==> src/rtl/systolic_pkg.sv <==
// Shared types and helpers for the systolic array feeder.
// Lane i of a word occupies bits [LW-1-W*i -: W].
package systolic_pkg;

  localparam int N           = 4;
  localparam int W           = 8;
  localparam int LW          = N * W;
  localparam int RW          = N * N * W;
  localparam int FEED_CYCLES = 2 * N - 1;

  typedef enum logic [1:0] {
    IDLE,
    FEED,
    WAIT,
    HOLD
  } state_t;

  function automatic int lane_lsb(input int i);
    return LW - W * (i + 1);
  endfunction

  function automatic logic [W-1:0] lane_get(
    input logic [LW-1:0] word,
    input int            i
  );
    return word[lane_lsb(i) +: W];
  endfunction

endpackage

==> src/rtl/systolic_skew_mux.sv <==
// Builds one diagonally skewed lane word for feed step t.
// Lane l carries element l of diagonal t: row-major m[l][t-l], column-major m[t-l][l].
module systolic_skew_mux
  import systolic_pkg::*;
#(
  parameter bit COL_MAJOR = 1'b0
) (
  input  logic [2:0]    i_t,
  input  logic [W-1:0]  i_m [N][N],
  output logic [LW-1:0] o_word
);

  // Select the in-range element for every lane, zero elsewhere
  always_comb begin
    logic [2:0] w_k;
    o_word = '0;
    w_k    = '0;
    for (int l = 0; l < N; l++) begin
      w_k = i_t - 3'(l);
      if (i_t >= 3'(l) && w_k < 3'(N)) begin
        if (COL_MAJOR)
          o_word[lane_lsb(l) +: W] = i_m[w_k[1:0]][2'(l)];
        else
          o_word[lane_lsb(l) +: W] = i_m[2'(l)][w_k[1:0]];
      end
    end
  end

endmodule

==> src/rtl/systolic_feeder.sv <==
// Buffers A/B, streams them skewed into the 4x4 array, owns the array reset
// and returns the captured result over a valid/ready port.
module systolic_feeder
  import systolic_pkg::*;
#(
  parameter int WAIT_MAX = 8
) (
  input  logic          i_clk,
  input  logic          i_reset,
  input  logic          i_load_valid,
  output logic          o_load_ready,
  input  logic          i_load_sel,
  input  logic [1:0]    i_load_row,
  input  logic [LW-1:0] i_load_data,
  input  logic          i_start,
  output logic          o_busy,
  output logic          o_err,
  output logic          o_arr_reset_n,
  output logic [LW-1:0] o_inA,
  output logic [LW-1:0] o_inB,
  input  logic          i_arr_done,
  input  logic [RW-1:0] i_result_in,
  output logic [RW-1:0] o_result_out,
  output logic          o_result_valid,
  input  logic          i_result_ready
);

  state_t        r_state, w_next;
  logic [2:0]    r_t, w_t_next;
  logic [3:0]    r_wcnt;
  logic [W-1:0]  r_a [N][N];
  logic [W-1:0]  r_b [N][N];
  logic [W-1:0]  w_a_nxt [N][N];
  logic [W-1:0]  w_b_nxt [N][N];
  logic [LW-1:0] w_skew_a, w_skew_b;
  logic [LW-1:0] r_inA, r_inB;
  logic [RW-1:0] r_res;
  logic          r_valid, r_err, r_arr_rst_n;
  logic          w_load, w_go, w_timeout, w_cap, w_ack;

  assign o_load_ready   = (r_state == IDLE);
  assign w_load         = i_load_valid & o_load_ready;
  assign o_busy         = (r_state == FEED) || (r_state == WAIT);
  assign o_err          = r_err;
  assign o_arr_reset_n  = r_arr_rst_n;
  assign o_inA          = r_inA;
  assign o_inB          = r_inB;
  assign o_result_out   = r_res;
  assign o_result_valid = r_valid;

  // Buffers as they will be after this cycle's write, so a load with start feeds new data
  always_comb begin
    w_a_nxt = r_a;
    w_b_nxt = r_b;
    if (w_load) begin
      for (int c = 0; c < N; c++) begin
        if (i_load_sel)
          w_b_nxt[i_load_row][2'(c)] = lane_get(i_load_data, c);
        else
          w_a_nxt[i_load_row][2'(c)] = lane_get(i_load_data, c);
      end
    end
  end

  // Next state and single-cycle event strobes
  always_comb begin
    w_next    = r_state;
    w_go      = 1'b0;
    w_timeout = 1'b0;
    w_cap     = 1'b0;
    w_ack     = 1'b0;
    unique case (r_state)
      IDLE: if (i_start) begin
        w_next = FEED;
        w_go   = 1'b1;
      end
      FEED: if (r_t == 3'(FEED_CYCLES - 1))
        w_next = WAIT;
      WAIT: if (i_arr_done) begin
        w_next = HOLD;
        w_cap  = 1'b1;
      end else if (r_wcnt == 4'(WAIT_MAX - 1)) begin
        w_next    = IDLE;
        w_timeout = 1'b1;
      end
      HOLD: if (i_result_ready) begin
        w_next = IDLE;
        w_ack  = 1'b1;
      end
      default: w_next = IDLE;
    endcase
  end

  assign w_t_next = (r_state == FEED) ? r_t + 3'd1 : 3'd0;

  systolic_skew_mux #(.COL_MAJOR(1'b0)) u_mux_a (
    .i_t    (w_t_next),
    .i_m    (w_a_nxt),
    .o_word (w_skew_a)
  );

  systolic_skew_mux #(.COL_MAJOR(1'b1)) u_mux_b (
    .i_t    (w_t_next),
    .i_m    (w_b_nxt),
    .o_word (w_skew_b)
  );

  // Control state, registered array drive and result capture
  always_ff @(posedge i_clk or negedge i_reset) begin
    if (!i_reset) begin
      r_state     <= IDLE;
      r_t         <= '0;
      r_wcnt      <= '0;
      r_inA       <= '0;
      r_inB       <= '0;
      r_arr_rst_n <= 1'b0;
      r_err       <= 1'b0;
      r_res       <= '0;
      r_valid     <= 1'b0;
    end else begin
      r_state     <= w_next;
      r_t         <= w_t_next;
      r_wcnt      <= (r_state == WAIT) ? r_wcnt + 4'd1 : 4'd0;
      r_inA       <= (w_next == FEED) ? w_skew_a : '0;
      r_inB       <= (w_next == FEED) ? w_skew_b : '0;
      r_arr_rst_n <= (w_next == FEED) || (w_next == WAIT);
      if (w_go)
        r_err <= 1'b0;
      else if (w_timeout)
        r_err <= 1'b1;
      if (w_cap) begin
        r_res   <= i_result_in;
        r_valid <= 1'b1;
      end else if (w_ack) begin
        r_valid <= 1'b0;
      end
    end
  end

  // Operand buffers, written only while idle
  always_ff @(posedge i_clk or negedge i_reset) begin
    if (!i_reset) begin
      r_a <= '{default: '0};
      r_b <= '{default: '0};
    end else begin
      r_a <= w_a_nxt;
      r_b <= w_b_nxt;
    end
  end

endmodule

==> config.mk <==
export PLATFORM = sky130hd
export DESIGN_NAME = systolic_feeder
export DESIGN_NICKNAME = d
export VERILOG_FILES = /design/src/rtl/systolic_pkg.sv /design/src/rtl/systolic_skew_mux.sv /design/src/rtl/systolic_feeder.sv
export SDC_FILE = /design/constraint.sdc
export NUM_CORES = 1
export LEC_CHECK = 0
export ABC_CLOCK_PERIOD_IN_PS = 4000
export BUFFER_PORTS_ARGS = -buffer_cell sky130_fd_sc_hd__buf_2
export CAP_MARGIN = 0
export CORE_ASPECT_RATIO = 0.6
export CORE_MARGIN = 5
export CORE_UTILIZATION = 58
export CTS_BUF_LIST = sky130_fd_sc_hd__clkbuf_16
export CTS_CLUSTER_DIAMETER = 40
export DETAILED_ROUTE_END_ITERATION = 8
export PLACE_DENSITY_LB_ADDON = 0.08
export RECOVER_POWER = 100
export REMOVE_ABC_BUFFERS = 1
export SLEW_MARGIN = 20
export SYNTH_ARGS = -nofsm -noshare
export SYNTH_HDL_FRONTEND = slang
export SYNTH_HIERARCHICAL = 1
export SYNTH_SLANG_ARGS = --single-unit
==> constraint.sdc <==
create_clock -name i_clk -period 4 [get_ports i_clk]
set_input_delay 0.4 -clock i_clk [delete_from_list [all_inputs] [get_ports i_clk]]
set_output_delay 0.4 -clock i_clk [all_outputs]
set_load 0.01 [all_outputs]
After elaboration in Yosys (flattened, before gate mapping) --
Cells that the tools add are included. Widths: inputs -> output; s select.
Operators by class: bitwise logic cells 6, reduce and logical (&&, ||, !) cells 10, equal/unequal tests 7, magnitude comparators 14, mux-type cells 78, $add $sub $neg 5
Operators with widths (number):
- $mux 128 | 16
- $bwmux 128 | 8
- $demux 32 s2 | 3
- $mux 32 | 5
- $bmux 32 s2 | 2
- $mux 8 | 16
- $mux 24 | 3
- $bmux 8 s2 | 4
- $ge 3x3->1 const B | 5
- $not 2->3 | 5
- $mux 1 | 13
- $lt 3x3->1 const B | 4
- $mux 2 | 5
- $pmux 2 s4 | 1
- $eq 2x2->1 const B | 3
- $ge 3x1->1 const B | 2
- $ge 3x2->1 const B | 2
- $sub 3x2->3 const B | 2
- $logic_and 1x1->1 | 5
- $add 4x1->4 const B | 1
- $eq 2x1->1 const B | 2
- $eq 4x3->1 const B | 1
- $mux 4 | 1
- $reduce_bool 2->1 | 2
- 8 further kinds | 9
Word-level totals: flip-flop bits (word level) 460, output and inout port bits 197, word-level logic and storage cells 161, input port bits 169

Depth between registers and ports, before layout --
word-level depth 22, gate-level depth with buffers 11, depth with buffers taken out 9

Hierarchy --
The synthesis kept the hierarchy.
By module, submodules not included:
- systolic_feeder | area each 12283.0 µm², cells an instance 743, sequential area each 8308.0 µm², instances 1
- systolic_skew_mux at u_mux_b | area each 723.2 µm², cells an instance 61, sequential area each 0.0 µm², instances 1
- systolic_skew_mux at u_mux_a | area each 680.7 µm², cells an instance 61, sequential area each 0.0 µm², instances 1

Worst setup path before layout --
Ideal clock, no wire load.
path type register to register, start point reg r_state[0], end point reg r_inA[24], in the netlist o_inA[24], path slack 1.310 ns, library setup time 0.119 ns, data arrival time 2.571 ns, required time 3.881 ns, buffers on the path 3, stages on the path, launching flop included 12, period minus slack after synthesis 2.690 ns, cells stage by stage dfrtp_1 -> inv_1 -> ha_1 -> buf_6 -> nand3b_4 -> or3_1 -> buf_6 -> buf_12 -> mux2_4 -> mux4_2 -> nor2b_1 -> and2_1
RTL lines:
- from (decl) | line systolic_feeder.sv:28 | state_t r_state, w_next;
- from (signal assigned) | line systolic_feeder.sv:121 | r_state <= w_next;
- to (signal assigned) | line systolic_feeder.sv:124 | r_inA <= (w_next == FEED) ? w_skew_a : '0;
- to (decl) | line systolic_feeder.sv:36 | logic [LW-1:0] r_inA, r_inB;

==> summary.txt <==
Final layout
  • Area occupied by registers: 7510 sq um
  • Filler Cells Inserted: 1,546
  • Layout cells sized above 1: 34.3%
  • Final #Nets: 1,367
  • Synthesis-to-finish area growth: 22.1%
  • Multi-input gate area: 4610 sq um

Placed design
  • GPL Wtd Cong: 0.773
  • Detailed Place HPWL: 20.1 mm
  • Buffers on Ports: 349

Clock network
  • Setup bufs post-CTS: 0
  • # clock sinks: 300
  • Later-pin clock latency in the skew report: 0.50 ns
  • # hold bufs at CTS: 1
  • Clock buffer count from CTS: 34
  • CTS tree: yes
  • Gates resized, CTS repair: 0
  • CTS max path bufs: 3
  • Root Driver: clkbuf_16
  • H-tree depth: 2
  • Reg clk slew, reported paths: 0.06 ns

Outcome
  • Failing checks: max-capacitance violations, max-slew violations
  • Status: finished, violations left

Worst setup path
  • Worst Path Required: 4.38 ns
  • Worst EP arrival: 3.86 ns
  • Crit Path Class: reg2reg
  • Worst-path fanout max: 16
  • Crit path launch type: flip-flop
  • Crit end category: flip-flop

Routing
  • DRC viols: 0
  • Via count: 7,500
  • DR WL/cell: 19.3 um
  • DRT Pass-1 Iters: 4
  • Routed wire length: 28.8 mm
  • Vias per inst: 5.03
  • Iter 0 DRT Violations: 246
  • Final antenna-violating net count: 0

Floorplan
  • CORE AREA: 21,100 sq um
  • Starting Density: 59.3%
  • Die Span Y: 124 um
  • Row count: 41
  • Die X: 200 um
  • I/O pins: 366
  • Die Footprint: 24,700 sq um

Timing
  • Fin crit period: 3.48 ns
  • Layout Skew: 0.0112 ns
  • Final Max Slew Viols: 232
  • Min Hold Slack: 0.127 ns
  • RSZ-0062 raised after global routing: false
  • Slew HR: -73.7%
  • Max frequency: 0.288 GHz
  • Final Hold Fails: 0
  • Worst Tran Pin Value: 2.61 ns
  • Setup violators final: 0
  • Final Cycle Share: 86.9%

Global route
  • Initial antenna violation count: 2
  • First-pass GRT wire length: 44.0 mm
  • Vias in the first global route: 7,999
  • Grt total ovfl: 0
  • GRT Total Usage: 22.8%
  • Largest net degree at the start of global routing: 130

Yosys
  • Syn Area/Cell: 15.7 sq um
  • Cell count after synthesis: 796
  • Warnings from Yosys: 6
  • Mapped Area: 12,500 sq um

Power and ir drop
  • Leak: 0.00742 uW
  • IR drop worst, VDD: 0.000440 V
  • Pwr Density: 795 nW/um^2
  • Power Total: 12,100 uW

Worst hold path
  • Hold crit path type: in2reg

Job
  • Max Cap Violations: 2
==> stage by stage <==
step	utilization (%)	TNS, ns	setup slack (ns)	std cells	instance area [sq um]
finish	72.4	0	0.523	1491	15300
global placement	68.7	0	0.876	1428	14500
detailed placement	68.7	0	0.807	1428	14500
global route	72.4	0	0.338	1490	15300
CTS	74.2	0	0.764	1490	15600
floorplan	-	-27.46	-0.846	787	12200
==> layer usage <==
| metal | up-vias | global-route usage (%) | share of wire [%] | routed length (um) |
|---|---|---|---|---|
| li1 | 3456 | - | - | - |
| met3 | 48 | 6.11 | 6.9 | 1990 |
| met1 | 3759 | 32.1 | 43 | 12500 |
| met5 | - | 0 | 0.094 | 27 |
| met2 | 233 | 36.4 | 48 | 13800 |
| met4 | 4 | 5.09 | 1.9 | 533 |
==> registers in the layout, summed over array words and instances (netlist names), 2 cells and up <==
signal,flops
r_b,64
r_state,2
r_a,32
o_inB,32
o_inA,32
r_wcnt,4
o_result_out,128
r_t,3
==> critical path, stage by stage (launching register included) <==
cell and delay (ns):
dfrtp_1 0.41, inv_1 0.11, ha_1 0.42, nand3b_4 0.12, nor2_2 0.11, clkbuf_1 0.94, mux2_2 0.44, mux4_2 0.48
nor2b_1 0.16, and2_0 0.17
==> worst paths after layout <==
kind	from	endpoint	slack, ns	cells past startpoint
max reg2reg	r_state[0]$_DFF_PN0_	o_inB[22]$_DFF_PN0_	0.52	9
max in group asynchronous	i_reset	r_wcnt[1]$_DFF_PN0_	1.01	3
min reg2reg	r_wcnt[0]$_DFF_PN0_	r_wcnt[0]$_DFF_PN0_	0.46	1
max	r_state[0]$_DFF_PN0_	o_inB[22]$_DFF_PN0_	0.52	9
min in group asynchronous	i_reset	r_b[121]$_DFF_PN0_	1.24	2
min	i_result_in[68]	o_result_out[68]$_DFFE_PN0P_	0.13	2
==> power breakdown <==
| group | switching, uW | total (uW) | internal (uW) |
|---|---|---|---|
| sequential | 460 | 4750 | 4290 |
| combinational | 2210 | 4290 | 2080 |
| clock | 1220 | 3100 | 1880 |
| total | 3890 | 12100 | 8240 |
==> placed cells by master, fill, tap and decap left out, types with 25 or more instances in the layout <==
master     instances
buf_2            151
clkbuf_1         200
nor2b_1           35
dfrtp_1          300
mux2_2           167
conb_1            64
mux4_2            25
and2_1            44
mux2_1            57
clkbuf_16         37
==> layout make-up <==
class | count | share of cell area, %
Antenna cell | 1 | 0.0164
Multi-Input combinational cell | 478 | 30.2
Clock buffer | 37 | 6.07
Tap cell | 279 | 2.29
Inverter | 9 | 0.221
Timing Repair Buffer | 363 | 10.6
Sequential cell | 300 | 49.2
Clock inverter | 24 | 1.42
Power figures use the tool's default switching activity.
